File: src/rtl/mibench_mul_pkg.sv
// Shared mode encodings and the result clamp used by the mibench multiplier.
// Clamp is width/domain generic up to MUL_MAX_W bits; callers pass constant width.
package mibench_mul_pkg;

   localparam logic [1:0] MUL_WRAP = 2'd0;
   localparam logic [1:0] MUL_SAT  = 2'd1;
   localparam logic [1:0] MUL_FRAC = 2'd2;

   // Widest intermediate the clamp accepts; DIN0_W+DIN1_W+2 must not exceed it.
   localparam int MUL_MAX_W = 128;

   typedef struct packed {
      logic [MUL_MAX_W-1:0] val;
      logic                 sat;
   } mul_clamp_t;

   function automatic mul_clamp_t mul_clamp(input logic signed [MUL_MAX_W-1:0] v,
                                            input int unsigned                 w,
                                            input logic                        is_signed);
      logic signed [MUL_MAX_W-1:0] one;
      logic signed [MUL_MAX_W-1:0] hi;
      logic signed [MUL_MAX_W-1:0] lo;
      mul_clamp_t                  res;
      one = {{(MUL_MAX_W-1){1'b0}}, 1'b1};
      if (is_signed) begin
         hi = (one <<< (w - 1)) - one;
         lo = -(one <<< (w - 1));
      end else begin
         hi = (one <<< w) - one;
         lo = '0;
      end
      res.sat = (v > hi) || (v < lo);
      if (v > hi)      res.val = hi;
      else if (v < lo) res.val = lo;
      else             res.val = v;
      return res;
   endfunction

endpackage

File: src/rtl/mibench_mul_pipe_core.sv
// Combinational extend/multiply/round/saturate datapath; zero latency, no flow control.
// Result domain is signed when either operand is signed.
module mibench_mul_pipe_core
   import mibench_mul_pkg::*;
#(
   parameter int DIN0_W      = 16,
   parameter int DIN1_W      = 16,
   parameter int DOUT_W      = 16,
   parameter int DIN0_SIGNED = 1,
   parameter int DIN1_SIGNED = 1,
   parameter int FRAC_BITS   = 0
) (
   input  logic [DIN0_W-1:0] din0,
   input  logic [DIN1_W-1:0] din1,
   input  logic [1:0]        mode,
   output logic [DOUT_W-1:0] dout,
   output logic              sat_flag
);

   localparam int   FULL_W     = DIN0_W + DIN1_W;
   localparam int   EXT_W      = FULL_W + 1;
   localparam int   RND_W      = FULL_W + 2;
   localparam logic SGN0       = (DIN0_SIGNED != 0);
   localparam logic SGN1       = (DIN1_SIGNED != 0);
   localparam logic RES_SIGNED = SGN0 || SGN1;
   localparam int   RND_SH     = (FRAC_BITS > 0) ? FRAC_BITS - 1 : 0;
   localparam logic signed [RND_W-1:0] RND_ONE =
      (FRAC_BITS > 0) ? (RND_W'(1) << RND_SH) : '0;

   logic signed [EXT_W-1:0]     a_ext;
   logic signed [EXT_W-1:0]     b_ext;
   logic signed [EXT_W-1:0]     prod;
   logic signed [RND_W-1:0]     rnd_sum;
   logic signed [RND_W-1:0]     frac_res;
   logic signed [MUL_MAX_W-1:0] clamp_in;
   mul_clamp_t                  clamp;
   logic                        unused_clamp_hi;

   // One spare bit makes every signed/unsigned product exact; the round add gets one more.
   always_comb begin
      a_ext    = {{(EXT_W-DIN0_W){SGN0 & din0[DIN0_W-1]}}, din0};
      b_ext    = {{(EXT_W-DIN1_W){SGN1 & din1[DIN1_W-1]}}, din1};
      prod     = a_ext * b_ext;
      rnd_sum  = RND_W'(prod) + RND_ONE;
      frac_res = rnd_sum >>> FRAC_BITS;
      clamp_in = (mode == MUL_FRAC) ? MUL_MAX_W'(frac_res) : MUL_MAX_W'(prod);
      clamp    = mul_clamp(clamp_in, DOUT_W, RES_SIGNED);
      if ((mode == MUL_SAT) || (mode == MUL_FRAC)) begin
         dout     = clamp.val[DOUT_W-1:0];
         sat_flag = clamp.sat;
      end else begin
         dout     = prod[DOUT_W-1:0];
         sat_flag = 1'b0;
      end
   end

   assign unused_clamp_hi = ^clamp.val[MUL_MAX_W-1:DOUT_W];

endmodule

File: src/rtl/mibench_mul_pipe.sv
// Pipelined multiplier with valid/ready; result out NUM_STAGE edges after accept.
// Stall when output held: whole pipe freezes (no bubble collapse), in_ready follows.
module mibench_mul_pipe
   import mibench_mul_pkg::*;
#(
   parameter int DIN0_W      = 16,
   parameter int DIN1_W      = 16,
   parameter int DOUT_W      = 16,
   parameter int DIN0_SIGNED = 1,
   parameter int DIN1_SIGNED = 1,
   parameter int NUM_STAGE   = 1,
   parameter int FRAC_BITS   = 0
) (
   input  logic              ap_clk,
   input  logic              ap_rst_n,
   input  logic              in_valid,
   output logic              in_ready,
   input  logic [DIN0_W-1:0] din0,
   input  logic [DIN1_W-1:0] din1,
   input  logic [1:0]        mode,
   output logic              out_valid,
   input  logic              out_ready,
   output logic [DOUT_W-1:0] dout,
   output logic              sat_flag
);

   typedef struct packed {
      logic [DOUT_W-1:0] dout;
      logic              sat;
   } beat_t;

   logic [NUM_STAGE-1:0] vld_q;
   logic [NUM_STAGE-1:0] vld_d;
   beat_t                dat_q [NUM_STAGE];
   beat_t                dat_d [NUM_STAGE];
   logic [DOUT_W-1:0]    core_dout;
   logic                 core_sat;
   logic                 adv;

   mibench_mul_pipe_core #(
      .DIN0_W      (DIN0_W),
      .DIN1_W      (DIN1_W),
      .DOUT_W      (DOUT_W),
      .DIN0_SIGNED (DIN0_SIGNED),
      .DIN1_SIGNED (DIN1_SIGNED),
      .FRAC_BITS   (FRAC_BITS)
   ) u_core (
      .din0     (din0),
      .din1     (din1),
      .mode     (mode),
      .dout     (core_dout),
      .sat_flag (core_sat)
   );

   assign adv       = !vld_q[NUM_STAGE-1] || out_ready;
   assign in_ready  = adv;
   assign out_valid = vld_q[NUM_STAGE-1];
   assign dout      = dat_q[NUM_STAGE-1].dout;
   assign sat_flag  = dat_q[NUM_STAGE-1].sat;

   always_comb begin
      vld_d[0] = in_valid;
      dat_d[0] = '{dout: core_dout, sat: core_sat};
      for (int i = 1; i < NUM_STAGE; i++) begin
         vld_d[i] = vld_q[i-1];
         dat_d[i] = dat_q[i-1];
      end
   end

   always_ff @(posedge ap_clk or negedge ap_rst_n) begin
      if (!ap_rst_n) begin
         vld_q <= '0;
         for (int i = 0; i < NUM_STAGE; i++) dat_q[i] <= '0;
      end else if (adv) begin
         vld_q <= vld_d;
         dat_q <= dat_d;
      end
   end

endmodule
File: config.mk
export PLATFORM = sky130hd
export DESIGN_NAME = mibench_mul_pipe
export DESIGN_NICKNAME = d
export VERILOG_FILES = /design/src/rtl/mibench_mul_pkg.sv /design/src/rtl/mibench_mul_pipe_core.sv /design/src/rtl/mibench_mul_pipe.sv
export SDC_FILE = /design/constraint.sdc
export NUM_CORES = 1
export LEC_CHECK = 0
export BUFFER_PORTS_ARGS = -buffer_cell sky130_fd_sc_hd__buf_2
export CAP_MARGIN = 40
export CORE_ASPECT_RATIO = 1.5
export CORE_MARGIN = 2
export CORE_UTILIZATION = 25
export CTS_CLUSTER_DIAMETER = 200
export DETAILED_ROUTE_END_ITERATION = 6
export SLEW_MARGIN = 20
export SYNTH_ARGS = -nofsm -noshare
export SYNTH_HDL_FRONTEND = slang
export SYNTH_SLANG_ARGS = --single-unit
File: constraint.sdc
create_clock -name ap_clk -period 2.18 [get_ports ap_clk]
set_clock_uncertainty 0.15 [all_clocks]
set_input_delay 0.109 -clock ap_clk [delete_from_list [all_inputs] [get_ports ap_clk]]
set_output_delay 0.109 -clock ap_clk [all_outputs]
set_load 0.05 [all_outputs]
==> results.txt, run 1 <==
Register area -> 450 sq um
Min cycle time layout -> 6.35 ns
Buffers & Inverters on Critical Path -> 8
Port Buffers -> 56
Synth Area per Inst -> 8.93 sq um
Largest net degree at the start of global routing -> 36
Worst Hold Class -> input pin to async pin
Initial antenna violation count -> 0
Mapped Area -> 11100 sq um
Layout cell share with drive strength beyond 1 -> 23.5%
Max cap viols -> 0
Area delta synth->final -> 26.7%
WP data required -> 2.15 ns
Layout Utilization -> 32.1%
Post-synth EDFFs -> 0
Fillers -> 4582
Drt pass-1 iters -> 6
Row count -> 94
Die height -> 262 um
Post-Synthesis Net Count -> 1621
Sum Neg Setup Slack -> -70.16 ns
Worst Setup End Kind -> flip-flop
Worst-Skew Late Latency -> 0.25 ns
Post-DR vias/cell -> 4.39
Root buf cell -> clkbuf_16
Placed Area -> 13400 sq um
Clock slew at reported path FFs -> 0.05 ns
DR vias -> 8907
Critical path's top delay family -> adder cells
Final period util -> 291%
Sequential area share after synthesis -> 4.07%
Core area -> 43800 sq um
DRT iter0 DRCs -> 384
Crit path DAT -> 6.32 ns
Pre-CTS setup slack -> -4.57 ns
Unrepaired setup endpoints after global routing -> true
CP Class -> input pin to flip-flop
Slew headroom -> 73.3%
Drt drc -> 0
Vias in the first global route -> 9818
Clk sinks -> 18
Status -> finished with violations
Final-stage net count -> 1836
Synth Flop Type -> dfrtp_1
Most common cell after layout, fill and taps aside -> inv_1
Antenna diodes -> 0
Most frequent cells in the layout -> inv_1 (293), fa_1 (251), buf_4 (209)
Crit-path most repeated cell -> fa_1
Num CTS Buffers -> 3
Number of unique standard cell types used by synthesis -> 59
Longest Clk Path Bufs -> 2
Detail Route Antenna Nets -> 0
Slew @ Worst Pin -> 0.400 ns
CP max stage cell -> fa_1
Final wirelength -> 28.7 mm
Flops & latches, synth -> 18
GRT Total Usage -> 13.0%
WL/cell -> 14.2 um
Final setup vio count -> 17
First-pass GRT wire length -> 48.5 mm
Die X -> 176 um
Final worst setup slack -> -4.17 ns
Async SR Flop Fraction -> 100%
Gate Count Post-Synth -> 1239
Max Freq -> 0.157 GHz
Crit-path max cell delay -> 0.58 ns
Max Slew Vio Count -> 0
Design area -> 14000 sq um
CP startpoint kind -> input pin
Crit path max fanout -> 8
CTS tree -> built
Fin. Hold Viols -> 0
Total gr overflow -> 0
Final HPWL DP -> 26.3 mm
Area of the multi-input gates -> 9690 sq um
Htree depth -> 1
Failing checks -> negative setup slack
YS warnings -> 0
Ports -> 57
RePlAce Congestion -> 0.869
Die ar. -> 46000 sq um
Initial core utilization -> 25.3%
==> worst reg2reg max path, cell delays in order (launching register included) <==
cell and delay (ns):
dfrtp_1 0.36, nand2b_1 0.18, nand4_1 0.13, nor3_1 0.18, nand4_1 0.16, o32ai_4 0.44
clkbuf_16 0.24, o22ai_1 0.09
==> layer usage <==
metal  vias to the layer above  routed length, um  track usage [%]
met5                         -                  0                0
met4                         0               1300             5.03
met3                        75                339            0.448
met2                       144              17000             26.7
met1                      4535              10100             13.7
li1                       4153                  -                -
==> per-stage QoR <==
stage               std cells  hold slack [ns]
finish                   2029            0.176
detailed placement       2008          -0.0948
global placement         2008           -0.101
floorplan                1239           -0.337
CTS                      2018            0.184
global route             2029            0.227
==> final timing paths <==
| check | startpoint | end | slack (ns) | cells after the start |
|---|---|---|---|---|
| max in group asynchronous | ap_rst_n | dout[8] | 1.42 | 2 |
| setup / recovery | din1[11] | dout[1] | -4.17 | 25 |
| hold reg to reg | sat_flag | sat_flag | 0.43 | 2 |
| hold / removal | ap_rst_n | out_valid | 0.18 | 2 |
| min in group ap_clk | mode[0] | sat_flag | 0.27 | 5 |
| setup reg to reg | out_valid | dout[1] | 0.12 | 7 |
==> logic make-up (layout without fill, tap and decap cells) <==
group,after synthesis,count (layout),share of synthesized area (%)
flops,18,18,4.07
buf+inv,346,560,12.1
simple gates,359,359,16.0
compound gates,135,135,8.25
fa+ha+maj,344,344,56.7
xor+xnor,36,36,2.92
mux,1,1,0.0905
==> synthesized netlist by cell type (2+ instances only) <==
cell | n | share of area, %
inv_1 | 298 | 10
fa_1 | 262 | 47
nand2_1 | 147 | 5.0
and2_1 | 115 | 6.5
ha_1 | 82 | 9.3
nor2_1 | 48 | 1.6
clkbuf_1 | 37 | 1.3
o21ai_0 | 35 | 1.6
a21oi_1 | 33 | 1.5
xnor2_1 | 29 | 2.3
dfrtp_1 | 18 | 4.1
o22ai_1 | 15 | 0.85
nand2b_1 | 10 | 0.57
nand3_1 | 9 | 0.41
nor4_1 | 8 | 0.45
o211ai_1 | 8 | 0.54
buf_2 | 7 | 0.32
a21o_1 | 6 | 0.41
nand4_1 | 6 | 0.34
xor2_1 | 6 | 0.47
nor3_1 | 4 | 0.18
o21bai_1 | 4 | 0.27
buf_6 | 3 | 0.31
o21a_1 | 3 | 0.20
o21ai_1 | 3 | 0.14
a2111oi_0 | 2 | 0.16
a211oi_1 | 2 | 0.14
a21oi_2 | 2 | 0.16
a311o_1 | 2 | 0.18
and2b_1 | 2 | 0.14
and3b_1 | 2 | 0.16
nor2b_1 | 2 | 0.11
o2bb2ai_1 | 2 | 0.16
o311ai_0 | 2 | 0.16
==> layout make-up <==
| class | instances | area share (%) |
|---|---|---|
| inverters | 298 | 8.02 |
| repair buffers | 258 | 13.9 |
| well taps | 576 | 5.14 |
| flip-flops and latches | 18 | 3.21 |
| multi-input cells | 875 | 69.1 |
| clock buffers | 4 | 0.633 |
==> registers in the layout (all words and copies together), names as in the netlist <==
register and flops:
sat_flag 1, out_valid 1, dout 16
==> repair_timing <==
item	in CTS	in global routing
pin swaps	8	29
setup endpoints to repair	17	17
hold buffers	2	0
gates resized for setup	44	56
endpoints found under the hold margin	19	0
cloned	0	1
setup buffers	4	10
Power of run 1 is left out: the tool's default activity adds up to more than one toggle a clock period on the data nets, which glitch-free logic cannot reach.
==> inputs of run 2 (changes only) <==
--- a/config.mk
+++ b/config.mk
@@ -6,12 +6,13 @@
 export NUM_CORES = 1
 export LEC_CHECK = 0
 export BUFFER_PORTS_ARGS = -buffer_cell sky130_fd_sc_hd__buf_2
-export CAP_MARGIN = 40
+export CAP_MARGIN = 30
 export CORE_ASPECT_RATIO = 1.5
 export CORE_MARGIN = 2
 export CORE_UTILIZATION = 25
 export CTS_CLUSTER_DIAMETER = 200
 export DETAILED_ROUTE_END_ITERATION = 6
+export GPL_TIMING_DRIVEN = 0
 export SLEW_MARGIN = 20
 export SYNTH_ARGS = -nofsm -noshare
 export SYNTH_HDL_FRONTEND = slang
==> constraint.sdc (replaced) <==
create_clock -name ap_clk -period 6.3 [get_ports ap_clk]
set_clock_uncertainty 0.15 [all_clocks]
set_input_delay 0.315 -clock ap_clk [delete_from_list [all_inputs] [get_ports ap_clk]]
set_output_delay 0.315 -clock ap_clk [all_outputs]
set_load 0.05 [all_outputs]
==> run 2 against run 1 <==
  * The flow still finishes with violations (negative setup slack)
  * Critical path type unchanged
  * Critical path depth is 3 higher
  * First-iteration DRC count grew 51%
  * Die area stayed put
  * Design area increased by 1.3%
  * Cell count shrank 4.4%
  * Hold slack worse by 0.066 ns
  * Via count decreased by 1.1%
  * Global-route usage grew 2.0 points
  * Core utilization is 0.41 points higher
  * Critical endpoint is now dout[6]
==> results.txt, run 2 (synthesized netlist as in run 1, its figures left out) <==
Reg2Reg Launch Point -> out_valid
Clk sinks -> 18 (unchanged)
CP startpoint kind -> input pin
Final-stage net count -> 1746 (-4.9%)
Largest net degree at the start of global routing -> 19 (-47%)
Worst Hold Class -> input pin to flip-flop
Placed Area -> 12400 sq um (-7.8%)
Crit path DAT -> 6.83 ns (+0.51 ns)
Die X -> 176 um (unchanged)
DR vias -> 8812 (-1.1%)
Area delta synth->final -> 28.4%
Final setup vio count -> 17 (unchanged)
Clock slew at reported path FFs -> 0.05 ns (about the same)
Ports -> 57 (unchanged)
Slew headroom -> 57.3% (-16 points)
Worst r2r dst -> dout[1]
GRT Total Usage -> 15.0% (+2.0 points)
Final HPWL DP -> 27.9 mm (+6.0%)
Max Freq -> 0.147 GHz
Drt pass-1 iters -> 5 (-1)
Status -> finished with violations
Longest Clk Path Bufs -> 2 (unchanged)
Die ar. -> 46000 sq um (unchanged)
Detail Route Antenna Nets -> 0 (unchanged)
CP Class -> input pin to flip-flop
Failing checks -> negative setup slack
Final worst setup slack -> -0.517 ns (+3.66 ns)
Placed cells -> 1871 (-6.8%)
Pre-CTS setup slack -> -1.35 ns (+3.22 ns)
Max Slew Vio Count -> 0 (unchanged)
Worst hold stages -> 2
Fin. Hold Viols -> 0 (unchanged)
Hold Path Origin -> in_valid
Worst Setup End Kind -> flip-flop
Max reg flops -> 16 (unchanged)
Worst Hold End -> out_valid
Layout Utilization -> 32.5% (+0.41 points)
Reg2reg path depth -> 10 (+3)
Post-Layout Cell Count -> 1939 (-4.4%)
Core area -> 43800 sq um (unchanged)
Initial antenna violation count -> 0 (unchanged)
Vias in the first global route -> 9905 (+0.89%)
First-pass GRT wire length -> 54.0 mm (+11%)
Worst-Skew Late Latency -> 0.25 ns (about the same)
Final period util -> 108%
Total gr overflow -> 0 (unchanged)
Die height -> 262 um (unchanged)
Drt drc -> 0 (unchanged)
Unrepaired setup endpoints after global routing -> true
Htree depth -> 1 (unchanged)
Design area -> 14200 sq um (+1.3%)
Initial core utilization -> 25.3% (unchanged)
Most common cell after layout, fill and taps aside -> inv_1
Final wirelength -> 32.9 mm (+15%)
WP data required -> 6.32 ns (+4.17 ns)
Crit path max fanout -> 7 (-1)
DRT iter0 DRCs -> 578 (+51%)
Post-DR vias/cell -> 4.54 (+3.5%)
RePlAce Congestion -> 0.947 (+9.1%)
Min cycle time layout -> 6.82 ns
Slew @ Worst Pin -> 0.636 ns (+0.236 ns)
Antenna diodes -> 0 (unchanged)
Root buf cell -> clkbuf_16
Most frequent cells in the layout -> inv_1 (282), fa_1 (243), nand2_1 (136)
Max cap viols -> 0 (unchanged)
Flop-to-flop setup slack -> 3.82 ns (+3.70 ns)
Row count -> 94 (unchanged)
Num CTS Buffers -> 3 (unchanged)
Port Buffers -> 56 (unchanged)
CTS tree -> built
Layout cell share with drive strength beyond 1 -> 22.0% (-1.5 points)
WL/cell -> 17.0 um (+20%)
run 2: per-layer routing:
layer | vias up | GRT usage (%) | part of all wire [%]
met2 | 237 | 29.6 | 57
met1 | 4498 | 15.6 | 34
li1 | 3974 | - | -
met3 | 103 | 0.723 | 2.4
met4 | 0 | 8.63 | 6.7
met5 | - | 0 | 0
run 2: stage by stage:
step | hold WS [ns] | TNS (ns)
finish | 0.109 | -7.48
global route | 0.136 | -10.96
CTS | 0.106 | -6.55
detailed placement | 0.119 | -21.76
global placement | 0.115 | -20.51
floorplan | -0.131 | -0.0651
run 2: how the worst max path moves through the flow:
| stage | startpoint | to | slack (ns) |
|---|---|---|---|
| finish | din0[3] | dout[6] | -0.52 |
| global route | din1[6] | dout[6] | -0.71 |
| CTS | din0[15] | dout[6] | -0.45 |
| detailed placement | din1[5] | dout[6] | -1.35 |
| global placement | din0[5] | dout[9] | -1.26 |
| floorplan | din0[15] | dout[2] | -0.009 |
run 2: critical path, stage by stage:
cell and delay [ns]:
buf_6 0.12, clkbuf_16 0.16, and2_4 0.16, fa_1 0.53
inv_1 0.05, fa_1 0.48, inv_1 0.06, fa_1 0.54
fa_2 0.46, fa_1 0.52, inv_1 0.05, fa_1 0.50
inv_2 0.05, ha_4 0.29, buf_4 0.13, nand4_4 0.13
nor2_4 0.14, nor4_2 0.05, o32a_2 0.44, or4b_4 0.55
nand3_2 0.09, and2b_1 0.17, nand4_1 0.13, o32ai_4 0.12
buf_12 0.15, buf_12 0.12, buf_8 0.12, o22ai_4 0.16
run 2: area by class of cell:
type | count | area, sq um
fill | 4467 | 29500
multi-input combinational | 875 | 9910
inverter | 298 | 1120
timing repair buffer | 123 | 1100
buffer | 45 | 808
tap | 576 | 721
sequential | 18 | 450
clock buffer | 4 | 88.8
run 2: timing repair:
action | in CTS | in global routing
gates cloned | 3 | 0
setup endpoints to repair | 17 | 17
setup buffers | 54 | 10
pin swaps | 72 | 54
gates resized for setup | 201 | 67
hold buffers | 1 | 0
hold endpoints to repair | 18 | 0
Power of run 2 is left out for the same reason.
==> inputs of run 3 (changes only) <==
==> constraint.sdc (replaced) <==
create_clock -name ap_clk -period 6.2 [get_ports ap_clk]
set_clock_uncertainty 0.15 [all_clocks]
set_input_delay 0.31 -clock ap_clk [delete_from_list [all_inputs] [get_ports ap_clk]]
set_output_delay 0.31 -clock ap_clk [all_outputs]
set_load 0.05 [all_outputs]
==> run 3 against run 2 <==
  * The run still ends with negative setup slack left
  * Hold slack got worse by 0.011 ns
  * Design area up 4.4%
  * Core utilization grew 1.4 points
  * First-iteration DRC count decreased by 31%
  * Count of clock-buffer cells in the layout stayed put
  * Non-clock buffer count is 33 higher
==> results.txt, run 3 (synthesized netlist as in run 1, its figures left out) <==
Core area -> 43800 sq um (unchanged)
GRT Total Usage -> 14.8% (-0.22 points)
Max Freq -> 0.149 GHz
Worst Hold Class -> input pin to flip-flop
Met3 Routed Length -> 757 um (-2.4%)
Hold Path Origin -> in_valid
Drt pass-1 iters -> 4 (-1)
CP max stage cell -> fa_1
Fin. Hold Viols -> 0 (unchanged)
Max reg flops -> 16 (unchanged)
Crit path max fanout -> 8 (+1)
Crit-path max cell delay -> 0.55 ns (about the same)
Final HPWL DP -> 27.7 mm (-0.78%)
DR vias -> 8917 (+1.2%)
CP startpoint kind -> input pin
DRT iter0 DRCs -> 401 (-31%)
CP Class -> input pin to flip-flop
Initial antenna violation count -> 0 (unchanged)
Area delta synth->final -> 34.1%
Metal-1 WL -> 11.2 mm (-0.68%)
Longest Clk Path Bufs -> 2 (unchanged)
Post-DR vias/cell -> 4.52 (-0.50%)
WL/cell -> 16.9 um (-0.44%)
RePlAce Congestion -> 0.938 (-1.0%)
Most common cell after layout, fill and taps aside -> inv_1
Layout cell share with drive strength beyond 1 -> 26.1% (+4.1 points)
Slew headroom -> 47.0% (-10 points)
Most frequent cells in the layout -> inv_1 (274), fa_1 (247), nand2_1 (130)
Status -> finished with violations
Die height -> 262 um (unchanged)
Clock slew at reported path FFs -> 0.05 ns (about the same)
Critical path startpoint -> din1[13]
Largest net degree at the start of global routing -> 19 (unchanged)
Detail Route met2 WL -> 18.8 mm (+0.63%)
Drt drc -> 0 (unchanged)
Final wirelength -> 33.3 mm (+1.3%)
WP data required -> 6.18 ns (-0.14 ns)
Unrepaired setup endpoints after global routing -> true
Failing checks -> negative setup slack
Reg2Reg Launch Point -> out_valid
First-pass GRT wire length -> 53.1 mm (-1.7%)
Detail Route Antenna Nets -> 0 (unchanged)
Top Layer Used -> met4
Worst Setup End Kind -> flip-flop
Port Buffers -> 56 (unchanged)
Row count -> 94 (unchanged)
Root buf cell -> clkbuf_16
Sum Neg Setup Slack -> -7.64 ns (-0.166 ns)
Total gr overflow -> 0 (unchanged)
Crit path DAT -> 6.69 ns (-0.14 ns)
Crit-path most repeated cell -> fa_1
Final setup vio count -> 17 (unchanged)
Min cycle time layout -> 6.71 ns
Max Slew Vio Count -> 0 (unchanged)
Vias in the first global route -> 9829 (-0.77%)
Max cap viols -> 0 (unchanged)
Die ar. -> 46000 sq um (unchanged)
Initial core utilization -> 25.3% (unchanged)
Antenna diodes -> 0 (unchanged)
Die X -> 176 um (unchanged)
Num CTS Buffers -> 3 (unchanged)
Worst-Skew Late Latency -> 0.25 ns (about the same)
Final period util -> 108%
Final-stage net count -> 1779 (+1.9%)
Clk sinks -> 18 (unchanged)
Slew @ Worst Pin -> 0.789 ns (+0.153 ns)
Final worst setup slack -> -0.507 ns (+0.00967 ns)
Htree depth -> 1 (unchanged)
Ports -> 57 (unchanged)
CTS tree -> built
run 3: worst max-delay path: cells and delay by family:
family / cells / cell delay, ns
AO/OA/AOI/OAI: 6 / 1.18
XOR/XNOR: 1 / 0.19
adder cells (fa/ha/maj): 7 / 3.42
buffers and inverters: 8 / 0.82
AND/OR/NAND/NOR: 4 / 0.74
run 3: path summary, 6_finish.rpt:
kind / to / slack, ns / cells after the start
max in group asynchronous: dout[9] / 5.23 / 2
worst max-delay path: dout[5] / -0.51 / 26
worst min-delay path: out_valid / 0.1 / 2
min in group asynchronous: out_valid / 0.38 / 2
worst max register to register: dout[5] / 3.75 / 10
worst min register to register: sat_flag / 0.36 / 2
run 3: area by class of cell:
type | count | area, sq um
clock buffer | 4 | 88.8
tap | 576 | 721
buffer | 43 | 781
timing repair buffer | 158 | 1530
sequential | 18 | 450
fill | 4362 | 28900
multi-input combinational | 875 | 10100
inverter | 298 | 1130
run 3: repair_timing:
action	4_1_cts	5_1_grt
endpoints found under the hold margin	18	0
pin swaps	35	97
endpoints found under the setup margin	17	17
gates resized for setup	183	163
hold buffers	1	0
cloned	7	3
setup buffers	44	49
run 3: routing by layer:
metal | up-vias | track usage, %
li1 | 4043 | -
met1 | 4555 | 15.1
met2 | 206 | 29.2
met3 | 113 | 0.839
met4 | 0 | 9.00
met5 | - | 0
run 3: through the flow:
step	hold slack, ns	worst slack (ns)	utilization (%)	cells	instance area, sq um
after floorplan	-0.136	-0.104	-	1239	11400
after global placement	0.109	-1.40	28.2	1871	12400
after detailed placement	0.115	-1.42	28.2	1871	12400
after CTS	0.0988	-0.563	31.6	1927	13800
after global routing	0.124	-0.716	33.9	1972	14800
final	0.0984	-0.507	33.9	1972	14800
Power of run 3 is left out for the same reason.
